--- config.mk ---
export PLATFORM = sky130hd
export DESIGN_NAME = sha2_compress_iter_flat
export DESIGN_NICKNAME = d
export VERILOG_FILES = /design/src/rtl/sha2_compress_iter_if.sv /design/src/rtl/sha2_compress_iter.sv /design/src/flat_wrapper.sv
export SDC_FILE = /design/constraint.sdc
export NUM_CORES = 2
export LEC_CHECK = 0
export CAP_MARGIN = 20
export CORE_ASPECT_RATIO = 1.25
export CORE_UTILIZATION = 35
export CTS_CLUSTER_SIZE = 24
export DETAILED_ROUTE_END_ITERATION = 10
export SLEW_MARGIN = 20
export SYNTH_ARGS = -nofsm -noshare
export SYNTH_HDL_FRONTEND = slang
export SYNTH_SLANG_ARGS = --single-unit
--- constraint.sdc ---
create_clock -name clk -period 9.8 [get_ports clk]
set_clock_uncertainty 0.2 [all_clocks]
set_input_delay 0.98 -clock clk [delete_from_list [all_inputs] [get_ports clk]]
set_output_delay 0.98 -clock clk [all_outputs]
set_load 0.05 [all_outputs]
--- src/rtl/sha2_compress_iter_if.sv ---
`default_nettype none
// ============================================================================
//  Module      : sha2_compress_iter_if
//  Description : Bus bundle for the iterative SHA-2 compression engine.
//                start/ready handshake, block and chaining-value inputs,
//                round-constant ROM lookup (k_idx out, k_in back), and the
//                done/hash_out result.
//                slave  : the engine side
//                master : the driver / K-ROM side
//  Revision    : 1.0  initial release
// ============================================================================
interface sha2_compress_iter_if #(
  parameter int WORDSIZE = 32
);
  localparam int ROUNDS = (WORDSIZE == 64) ? 80 : 64;
  localparam int CW     = $clog2(ROUNDS);

  logic                    start;
  logic                    ready;
  logic [8*WORDSIZE-1:0]   init_hash;
  logic [16*WORDSIZE-1:0]  block_in;
  logic [CW-1:0]           k_idx;
  logic [WORDSIZE-1:0]     k_in;
  logic                    done;
  logic [8*WORDSIZE-1:0]   hash_out;

  modport slave (
    input  start, init_hash, block_in, k_in,
    output ready, k_idx, done, hash_out
  );

  modport master (
    output start, init_hash, block_in, k_in,
    input  ready, k_idx, done, hash_out
  );
endinterface
`default_nettype wire

--- src/rtl/sha2_compress_iter.sv ---
`default_nettype none
// ============================================================================
//  Module      : sha2_compress_iter
//  Description : Iterative SHA-2 compression, one round per clock, for
//                SHA-256 (WORDSIZE=32, 64 rounds) or SHA-512 (WORDSIZE=64,
//                80 rounds). Holds working variables a..h, a 16-word rolling
//                message schedule, the saved chaining value and the round
//                counter; round constants are fetched from an external ROM.
//  Ports       : clk        clock
//                rst_n      asynchronous active-low reset
//                bus.start/ready       job handshake (accepted while ready)
//                bus.init_hash         H0..H7, H0 in MSBs
//                bus.block_in          M0..M15, M0 in MSBs
//                bus.k_idx / bus.k_in  round-constant ROM lookup
//                bus.done / hash_out   one-cycle pulse with result
//  Revision    : 1.0  initial release
// ============================================================================
module sha2_compress_iter #(
  parameter int WORDSIZE = 32
) (
  input  logic                  clk,
  input  logic                  rst_n,
  sha2_compress_iter_if.slave   bus
);

  localparam int ROUNDS = (WORDSIZE == 64) ? 80 : 64;
  localparam int CW     = $clog2(ROUNDS);

  // Rotate / shift amounts for the four SHA-2 sigma functions.
  localparam int BS0_A = (WORDSIZE == 64) ? 28 : 2;
  localparam int BS0_B = (WORDSIZE == 64) ? 34 : 13;
  localparam int BS0_C = (WORDSIZE == 64) ? 39 : 22;
  localparam int BS1_A = (WORDSIZE == 64) ? 14 : 6;
  localparam int BS1_B = (WORDSIZE == 64) ? 18 : 11;
  localparam int BS1_C = (WORDSIZE == 64) ? 41 : 25;
  localparam int SS0_A = (WORDSIZE == 64) ? 1  : 7;
  localparam int SS0_B = (WORDSIZE == 64) ? 8  : 18;
  localparam int SS0_S = (WORDSIZE == 64) ? 7  : 3;
  localparam int SS1_A = (WORDSIZE == 64) ? 19 : 17;
  localparam int SS1_B = (WORDSIZE == 64) ? 61 : 19;
  localparam int SS1_S = (WORDSIZE == 64) ? 6  : 10;

  typedef logic [WORDSIZE-1:0] word_t;

  typedef enum logic [1:0] {
    IDLE  = 2'd0,
    ROUND = 2'd1,
    FINAL = 2'd2
  } state_t;

  function automatic word_t rotr(input word_t x, input int n);
    return (x >> n) | (x << (WORDSIZE - n));
  endfunction

  function automatic word_t bsig0(input word_t x);
    return rotr(x, BS0_A) ^ rotr(x, BS0_B) ^ rotr(x, BS0_C);
  endfunction

  function automatic word_t bsig1(input word_t x);
    return rotr(x, BS1_A) ^ rotr(x, BS1_B) ^ rotr(x, BS1_C);
  endfunction

  function automatic word_t ssig0(input word_t x);
    return rotr(x, SS0_A) ^ rotr(x, SS0_B) ^ (x >> SS0_S);
  endfunction

  function automatic word_t ssig1(input word_t x);
    return rotr(x, SS1_A) ^ rotr(x, SS1_B) ^ (x >> SS1_S);
  endfunction

  // Working variables: v[0]=a ... v[7]=h.
  state_t                state_q, state_d;
  word_t                 v_q  [8];
  word_t                 v_d  [8];
  word_t                 w_q  [16];
  word_t                 w_d  [16];
  word_t                 hs_q [8];
  word_t                 hs_d [8];
  logic [CW-1:0]         cnt_q, cnt_d;
  logic                  ready_q, ready_d;
  logic                  done_q, done_d;
  logic [8*WORDSIZE-1:0] hash_q, hash_d;

  word_t t1, t2, w_next;

  // Round datapath: W[0] is always the schedule word for the current round,
  // and W[15] is refilled with the word needed sixteen rounds from now.
  always_comb begin
    t1 = v_q[7] + bsig1(v_q[4]) + ((v_q[4] & v_q[5]) ^ (~v_q[4] & v_q[6]))
       + bus.k_in + w_q[0];
    t2 = bsig0(v_q[0]) + ((v_q[0] & v_q[1]) ^ (v_q[0] & v_q[2]) ^ (v_q[1] & v_q[2]));
    w_next = ssig1(w_q[14]) + w_q[9] + ssig0(w_q[1]) + w_q[0];
  end

  always_comb begin
    state_d = state_q;
    cnt_d   = cnt_q;
    ready_d = ready_q;
    done_d  = 1'b0;
    hash_d  = hash_q;
    for (int i = 0; i < 8; i++) begin
      v_d[i]  = v_q[i];
      hs_d[i] = hs_q[i];
    end
    for (int i = 0; i < 16; i++) begin
      w_d[i] = w_q[i];
    end

    case (state_q)
      IDLE: begin
        if (bus.start) begin
          for (int i = 0; i < 8; i++) begin
            v_d[i]  = bus.init_hash[(7-i)*WORDSIZE +: WORDSIZE];
            hs_d[i] = bus.init_hash[(7-i)*WORDSIZE +: WORDSIZE];
          end
          for (int i = 0; i < 16; i++) begin
            w_d[i] = bus.block_in[(15-i)*WORDSIZE +: WORDSIZE];
          end
          cnt_d   = '0;
          ready_d = 1'b0;
          state_d = ROUND;
        end
      end

      ROUND: begin
        v_d[7] = v_q[6];
        v_d[6] = v_q[5];
        v_d[5] = v_q[4];
        v_d[4] = v_q[3] + t1;
        v_d[3] = v_q[2];
        v_d[2] = v_q[1];
        v_d[1] = v_q[0];
        v_d[0] = t1 + t2;
        for (int i = 0; i < 15; i++) begin
          w_d[i] = w_q[i+1];
        end
        w_d[15] = w_next;
        // Counter returns to 0 on the last round so k_idx reads 0 in FINAL
        // (80 rounds does not wrap a 7-bit counter on its own).
        if (cnt_q == CW'(ROUNDS - 1)) begin
          cnt_d   = '0;
          state_d = FINAL;
        end else begin
          cnt_d = cnt_q + 1'b1;
        end
      end

      FINAL: begin
        for (int i = 0; i < 8; i++) begin
          hash_d[(7-i)*WORDSIZE +: WORDSIZE] = hs_q[i] + v_q[i];
        end
        done_d  = 1'b1;
        ready_d = 1'b1;
        state_d = IDLE;
      end

      default: begin
        cnt_d   = '0;
        ready_d = 1'b1;
        state_d = IDLE;
      end
    endcase
  end

  always_ff @(posedge clk or negedge rst_n) begin
    if (!rst_n) begin
      state_q <= IDLE;
      cnt_q   <= '0;
      ready_q <= 1'b1;
      done_q  <= 1'b0;
      hash_q  <= '0;
      for (int i = 0; i < 8; i++) begin
        v_q[i]  <= '0;
        hs_q[i] <= '0;
      end
      for (int i = 0; i < 16; i++) begin
        w_q[i] <= '0;
      end
    end else begin
      state_q <= state_d;
      cnt_q   <= cnt_d;
      ready_q <= ready_d;
      done_q  <= done_d;
      hash_q  <= hash_d;
      for (int i = 0; i < 8; i++) begin
        v_q[i]  <= v_d[i];
        hs_q[i] <= hs_d[i];
      end
      for (int i = 0; i < 16; i++) begin
        w_q[i] <= w_d[i];
      end
    end
  end

  assign bus.ready    = ready_q;
  assign bus.done     = done_q;
  assign bus.hash_out = hash_q;
  assign bus.k_idx    = cnt_q;

endmodule
`default_nettype wire
--- src/flat_wrapper.sv ---
// flat-port wrapper written by rule: the top's interface ports become plain ports
module sha2_compress_iter_flat 
#(
  parameter int WORDSIZE = 32
)
  (clk, rst_n, bus_start, bus_init_hash, bus_block_in, bus_k_in, bus_ready, bus_k_idx, bus_done, bus_hash_out);
  sha2_compress_iter_if #(.WORDSIZE(WORDSIZE)) bus_i ();
  input  logic clk;
  input  logic rst_n;
  input wire logic [$bits(bus_i.start)-1:0] bus_start;
  input wire logic [$bits(bus_i.init_hash)-1:0] bus_init_hash;
  input wire logic [$bits(bus_i.block_in)-1:0] bus_block_in;
  input wire logic [$bits(bus_i.k_in)-1:0] bus_k_in;
  output wire logic [$bits(bus_i.ready)-1:0] bus_ready;
  output wire logic [$bits(bus_i.k_idx)-1:0] bus_k_idx;
  output wire logic [$bits(bus_i.done)-1:0] bus_done;
  output wire logic [$bits(bus_i.hash_out)-1:0] bus_hash_out;
  assign bus_i.start = bus_start;
  assign bus_i.init_hash = bus_init_hash;
  assign bus_i.block_in = bus_block_in;
  assign bus_i.k_in = bus_k_in;
  assign bus_ready = bus_i.ready;
  assign bus_k_idx = bus_i.k_idx;
  assign bus_done = bus_i.done;
  assign bus_hash_out = bus_i.hash_out;
  sha2_compress_iter #(.WORDSIZE(WORDSIZE)) u_core (.clk(clk), .rst_n(rst_n), .bus(bus_i));
endmodule
-- Yosys cells after proc, flatten, opt, wreduce, memory -nomap -nowiden
Cells that the tools add are included.
Widths: inputs -> output; s select.
- input bits: 803
- bits in registers: 1290
- memory bits (writable): 0
- memory bits (read-only): 0
- latch bits: 0
- memories: 0
- add/sub/neg operators: 19
- equality and inequality tests: 5
- multiplexer cells: 13
- bitwise logic cells: 29
- divide/modulo/power cells: 0
- shift operators: 0
- multiply operators: 0
- reductions and logical operators: 7
- $lt $le $gt $ge: 0
- operator list (operator ; number):
    $pmux 512 s2 ; 1
    $add 32x32->32 ; 18
    $mux 512 ; 1
    $pmux 256 s2 ; 1
    $xor 32x32->32 ; 9
    $mux 256 ; 1
    $and 32x32->32 ; 5
    $not 32->32 ; 1
    $or 10x32->32 ; 1
    $or 13x32->32 ; 1
    $or 14x32->32 ; 1
    $or 15x32->32 ; 1
    $or 19x32->32 ; 1
    $or 21x32->32 ; 1
    $or 25x32->32 ; 1
    $or 26x32->32 ; 1
    $or 30x32->32 ; 1
    $or 7x32->32 ; 1
    $xor 32x22->32 ; 1
    $xor 32x29->32 ; 1
    $pmux 6 s3 ; 1
    $mux 6 ; 2
    $reduce_and 2->1 ; 5
    $add 6x1->6 const B ; 1
    other kinds (12) ; 15

-- Depth between registers and ports, before layout
- depth in word-level cells: 9
- mapped depth: 32
- depth with buffers taken out: 31

-- Least setup slack after synthesis
No wires, ideal clock.
- path type: in2reg
- from: in bus_k_in[4]
- to: reg u_core.v_q[254] in the netlist's numbering
- arrival: 6732 ps
- library setup time: 135 ps
- buffers on the path: 0
- stages: 27
- path slack: 2733 ps
- required time: 9465 ps
- cells stage by stage: inv_1 > fa_1 > inv_1 > fa_1 > inv_1 > fa_1 > inv_1 > ha_1 > o211ai_1 > a21oi_1 > nor4_1 > nor2_1 > a21o_1 > a211oi_1 > nor2_1 > fa_1 > ha_1 > and4_1 > o21ai_0 > a21oi_1 > a211o_1 > a211oi_1 > o31ai_1 > a2111oi_0 > o21bai_1 > xnor2_1 > o21ai_0
- word-level cells in the longest chain between the ends: 4
- RTL lines (what ; line ; source):
    start: declaration ; flat_wrapper.sv:13 ; input wire logic [$bits(bus_i.k_in)-1:0] bus_k_in;
    $add 32x32->32 (2 in a row) ; sha2_compress_iter.sv:90 ; + bus.k_in + w_q[0];
    $add 32x32->32 ; sha2_compress_iter.sv:133 ; v_d[0] = t1 + t2;
    $pmux 256 s2 ; sha2_compress_iter.sv:109 ; case (state_q)
    end signal: indexed assignment ; sha2_compress_iter.sv:186 ; v_q[i] <= v_d[i];
    end: declaration ; sha2_compress_iter.sv:73 ; word_t v_q [8];
No other way between the ends.
A chain may end at the register's enable or synchronous reset.

-- Worst setup path in the final report
- from: reg u_core.v_q[116] in the netlist's numbering
- to: reg u_core.v_q[254] in the netlist's numbering
- word-level cells in the longest chain between the ends: 9
- RTL lines (what ; line ; source):
    $or 21x32->32 or $or 26x32->32 (tied branches) ; sha2_compress_iter.sv:52 ; return (x >> n) | (x << (WORDSIZE - n));
    $xor 32x32->32 (2 in a row) ; sha2_compress_iter.sv:60 ; return rotr(x, BS1_A) ^ rotr(x, BS1_B) ^ rotr(x, BS1_C);
    $add 32x32->32 ; sha2_compress_iter.sv:89 ; t1 = v_q[7] + bsig1(v_q[4]) + ((v_q[4] & v_q[5]) ^ (~v_q[4] & v_q[6]))
    $add 32x32->32 (*) ; sha2_compress_iter.sv:89 ;
    $add 32x32->32 (*) (2 in a row) ; sha2_compress_iter.sv:90 ;
    $add 32x32->32 (*) ; sha2_compress_iter.sv:133 ;
    $pmux 256 s2 (*) ; sha2_compress_iter.sv:109 ;
Mark *: on every way between the ends. The rest lies on a longest branch, timed or not.

==> metrics.md <==
| Metric | Value |
|---|---|
| Die Area | 226000 um^2 |
| Synthesized cell area | a little under 80000 um^2 |
| Total CTS buffers | 156 |
| Setup-failing EPs final | 0 |
| Critical path's largest stage delay | about 0.83 ns |
| Mapped Nets | 10700 |
| First-pass GRT wire length | 508000 um |
| Ys async rst share | 100% |
| Min-delay worst type | flop to flop |
| Sink Count | 1290 |
| Most used cell, CP | fa_1 |
| Final ANT Viol Nets | 0 |
| Vias in the first global route | 70300 |
| Drt total wl | 360000 um |
| Final min period | 8.42 ns |
| Drt via density | 5.48 |
| # IOs | 1067 |
| Fmax | 119 MHz |
| Critical path class | flop to flop |
| H-Tree Depth | 4 |
| RePlAce Congestion | 0.982 |
| Cell taking the most area after synthesis | dfrtp_1 |
| Initial antenna violation count | 84 |
| DRT Pass-1 Iters | 5 |
| Core area | 223000 um^2 |
| EDFF count, synth | 0 |
| Pre-CTS setup slack | 0.815 ns |
| Starting DRC count in detailed routing | 6575 |
| Die W | around 430 um |
| Final Max Slew Viols | 0 |
| Worst setup EP type | flop |
| CP max-delay cell | dfrtp_1 |
| Drt drc | 0 |
| CTS root buf | clkbuf_16 |
| Setup TNS | 0 ns |
| Global route total overflow | 0 |
| Max Root-Sink Buffers | 4 |
| Clock transition at path regs | around 0.060 ns |
| Most frequent cells after synthesis | nand2_1, dfrtp_1, nor2_1 |
| Placement Cell Area | 91500 um^2 |
| Crit-path max FO | 8 |
| Most common cell in the netlist | nand2_1 |
| Largest net degree at the start of global routing | 220 |
| Status | finished clean |
| Total track usage | slightly above 30% |
| Crit path buf inv count | 3 |
| Synthesized flop and latch total | 1290 |
| Fill cells | 22300 |
| CP top delay family | adder cells |
| Slew at the pin closest to its max-slew limit | 1.40 ns |
| Port bufs | 1066 |
| Max-Cap Viols | 0 |
| Die Y-Extent | 531 um |
| Hpwl dp | 277000 um |
| Nets | 11400 |
| Slew margin rel. | 6.56% |
| Dominant cells by area after synthesis | dfrtp_1, nand2_1, ha_1 |
| Post-synthesis sequential area ratio | 41.1% |
| Cells after synthesis | approximately 9300 |
| Synth cell types | just over 90 |
| Mapped Avg Cell Area | 8.42 um^2 |
| Critical path arrival | 8.92 ns |
| Top cell type's share of synthesized area | between 40 and 50% |
| RSZ-0062 raised after global routing | false |
| # rows | 194 |
| Design Area, Final | ~97000 um^2 |
| Layout cells sized above 1 | 3.71% |
| Endpoints failing hold | 0 |
| Cts repair resizes | 0 |
| Yosys warns | 0 |
| Syn-to-layout area delta | 23.1% |
| Vias after detailed routing | 72000 |
| Top FF cell, synth | dfrtp_1 |
| Startpoint Class | flop |
| Worst path required time | roughly 10 ns |
| CTS tree | yes |
| Initial Util | 35.2% |
| Fin worst setup slack | 1.38 ns |
| Period utilization | 85.9% |
| WL/cell | 27.4 um |
| Fin util | 43.3% |
| Clock Latency Late Sink | slightly below 0.9 ns |
-- placed cells by master, fill, tap and decap left out, types with 67 or more instances in the layout --
cell type / synthesis / final
a21o_1: 161 / 161
a21oi_1: 319 / 319
o21a_1: 67 / 67
inv_1: 339 / 339
nor2_1: 881 / 878
clkbuf_16: 0 / 156
clkdlybuf4s50_1: 0 / 1063
fa_1: 195 / 195
nand3_1: 76 / 76
xnor2_1: 358 / 358
ha_1: 373 / 373
dfrtp_1: 1289 / 1287
nand2_1: 2540 / 2536
xor2_1: 186 / 186
a31oi_1: 724 / 724
o21ai_0: 382 / 382
-- cells by family (layout without fill, tap and decap cells) --
| family | after synthesis | after routing | synth area share (%) |
|---|---|---|---|
| simple gates | 3842 | 3842 | 19.7 |
| compound gates | 2082 | 2082 | 16.9 |
| flops | 1290 | 1290 | 41.1 |
| buf+inv | 928 | 1745 | 4.44 |
| fa+ha+maj | 590 | 590 | 11.2 |
| xor+xnor | 544 | 544 | 6.07 |
| mux | 47 | 47 | 0.607 |
| other cells | 0 | 48 | 0 |
-- through the flow --
stage / instances / hold slack [ns]
after floorplan: 9323 / 0.251
after global placement: 12800 / 0.257
after detailed placement: 12800 / 0.260
after CTS: 13100 / 0.273
after global routing: 13100 / 0.295
final: 13100 / 0.264
-- flip-flops by register name (all words and copies together), names as in the netlist --
name and cells:
u_core.bus.ready 1, u_core.v_q 256, u_core.state_q 2, u_core.bus.k_idx 6, u_core.w_q 512, u_core.bus.hash_out 256
u_core.bus.done 1, u_core.hs_q 256
-- final timing paths --
check,startpoint,endpoint,slack [ns],cells after the start
worst max-delay path,u_core.v_q[116],u_core.v_q[254],1.38,25
worst min-delay path,u_core.bus.hash_out[184],u_core.bus.hash_out[184],0.26,2
worst max register to register,u_core.v_q[116],u_core.v_q[254],1.38,25
worst min register to register,u_core.bus.hash_out[184],u_core.bus.hash_out[184],0.26,2
max in group asynchronous,rst_n,u_core.w_q[1],6.44,4
min in group asynchronous,rst_n,u_core.bus.hash_out[80],0.60,2
-- repair_timing --
item | CTS | global route
buffers inserted | 0 | 0
endpoints found under the hold margin | 94 | 0
hold buffers | 1 | 0
-- tightest hold or removal path, delay by kind of cell, from the launching register on --
| kind | cells | cell delay, ns |
|---|---|---|
| DFF | 1 | 0.34 |
| and+or+nand+nor | 2 | 0.10 |
-- layout make-up --
type	count	area (um^2)	area share [%]
repair buffers	1140	11500	11.9
clock buffers	214	4450	4.61
clock inverters	50	573	0.593
multi-input cells	7105	42800	44.3
inverters	341	1280	1.32
well taps	2940	3680	3.81
diodes	48	120	0.124
flip-flops and latches	1290	32300	33.4
-- per-layer routing --
layer | share of wire, % | vias to the layer above | global-route usage [%]
met4 | 7.3 | 54 | 20.7
met5 | 0.11 | - | 0
met3 | 6.5 | 723 | 5.82
met1 | 39 | 35500 | 36.9
li1 | - | 33000 | -
met2 | 47 | 2758 | 50.9
Power is left out: the tool's default activity adds up to more than one toggle a clock period on the data nets, which glitch-free logic cannot reach.
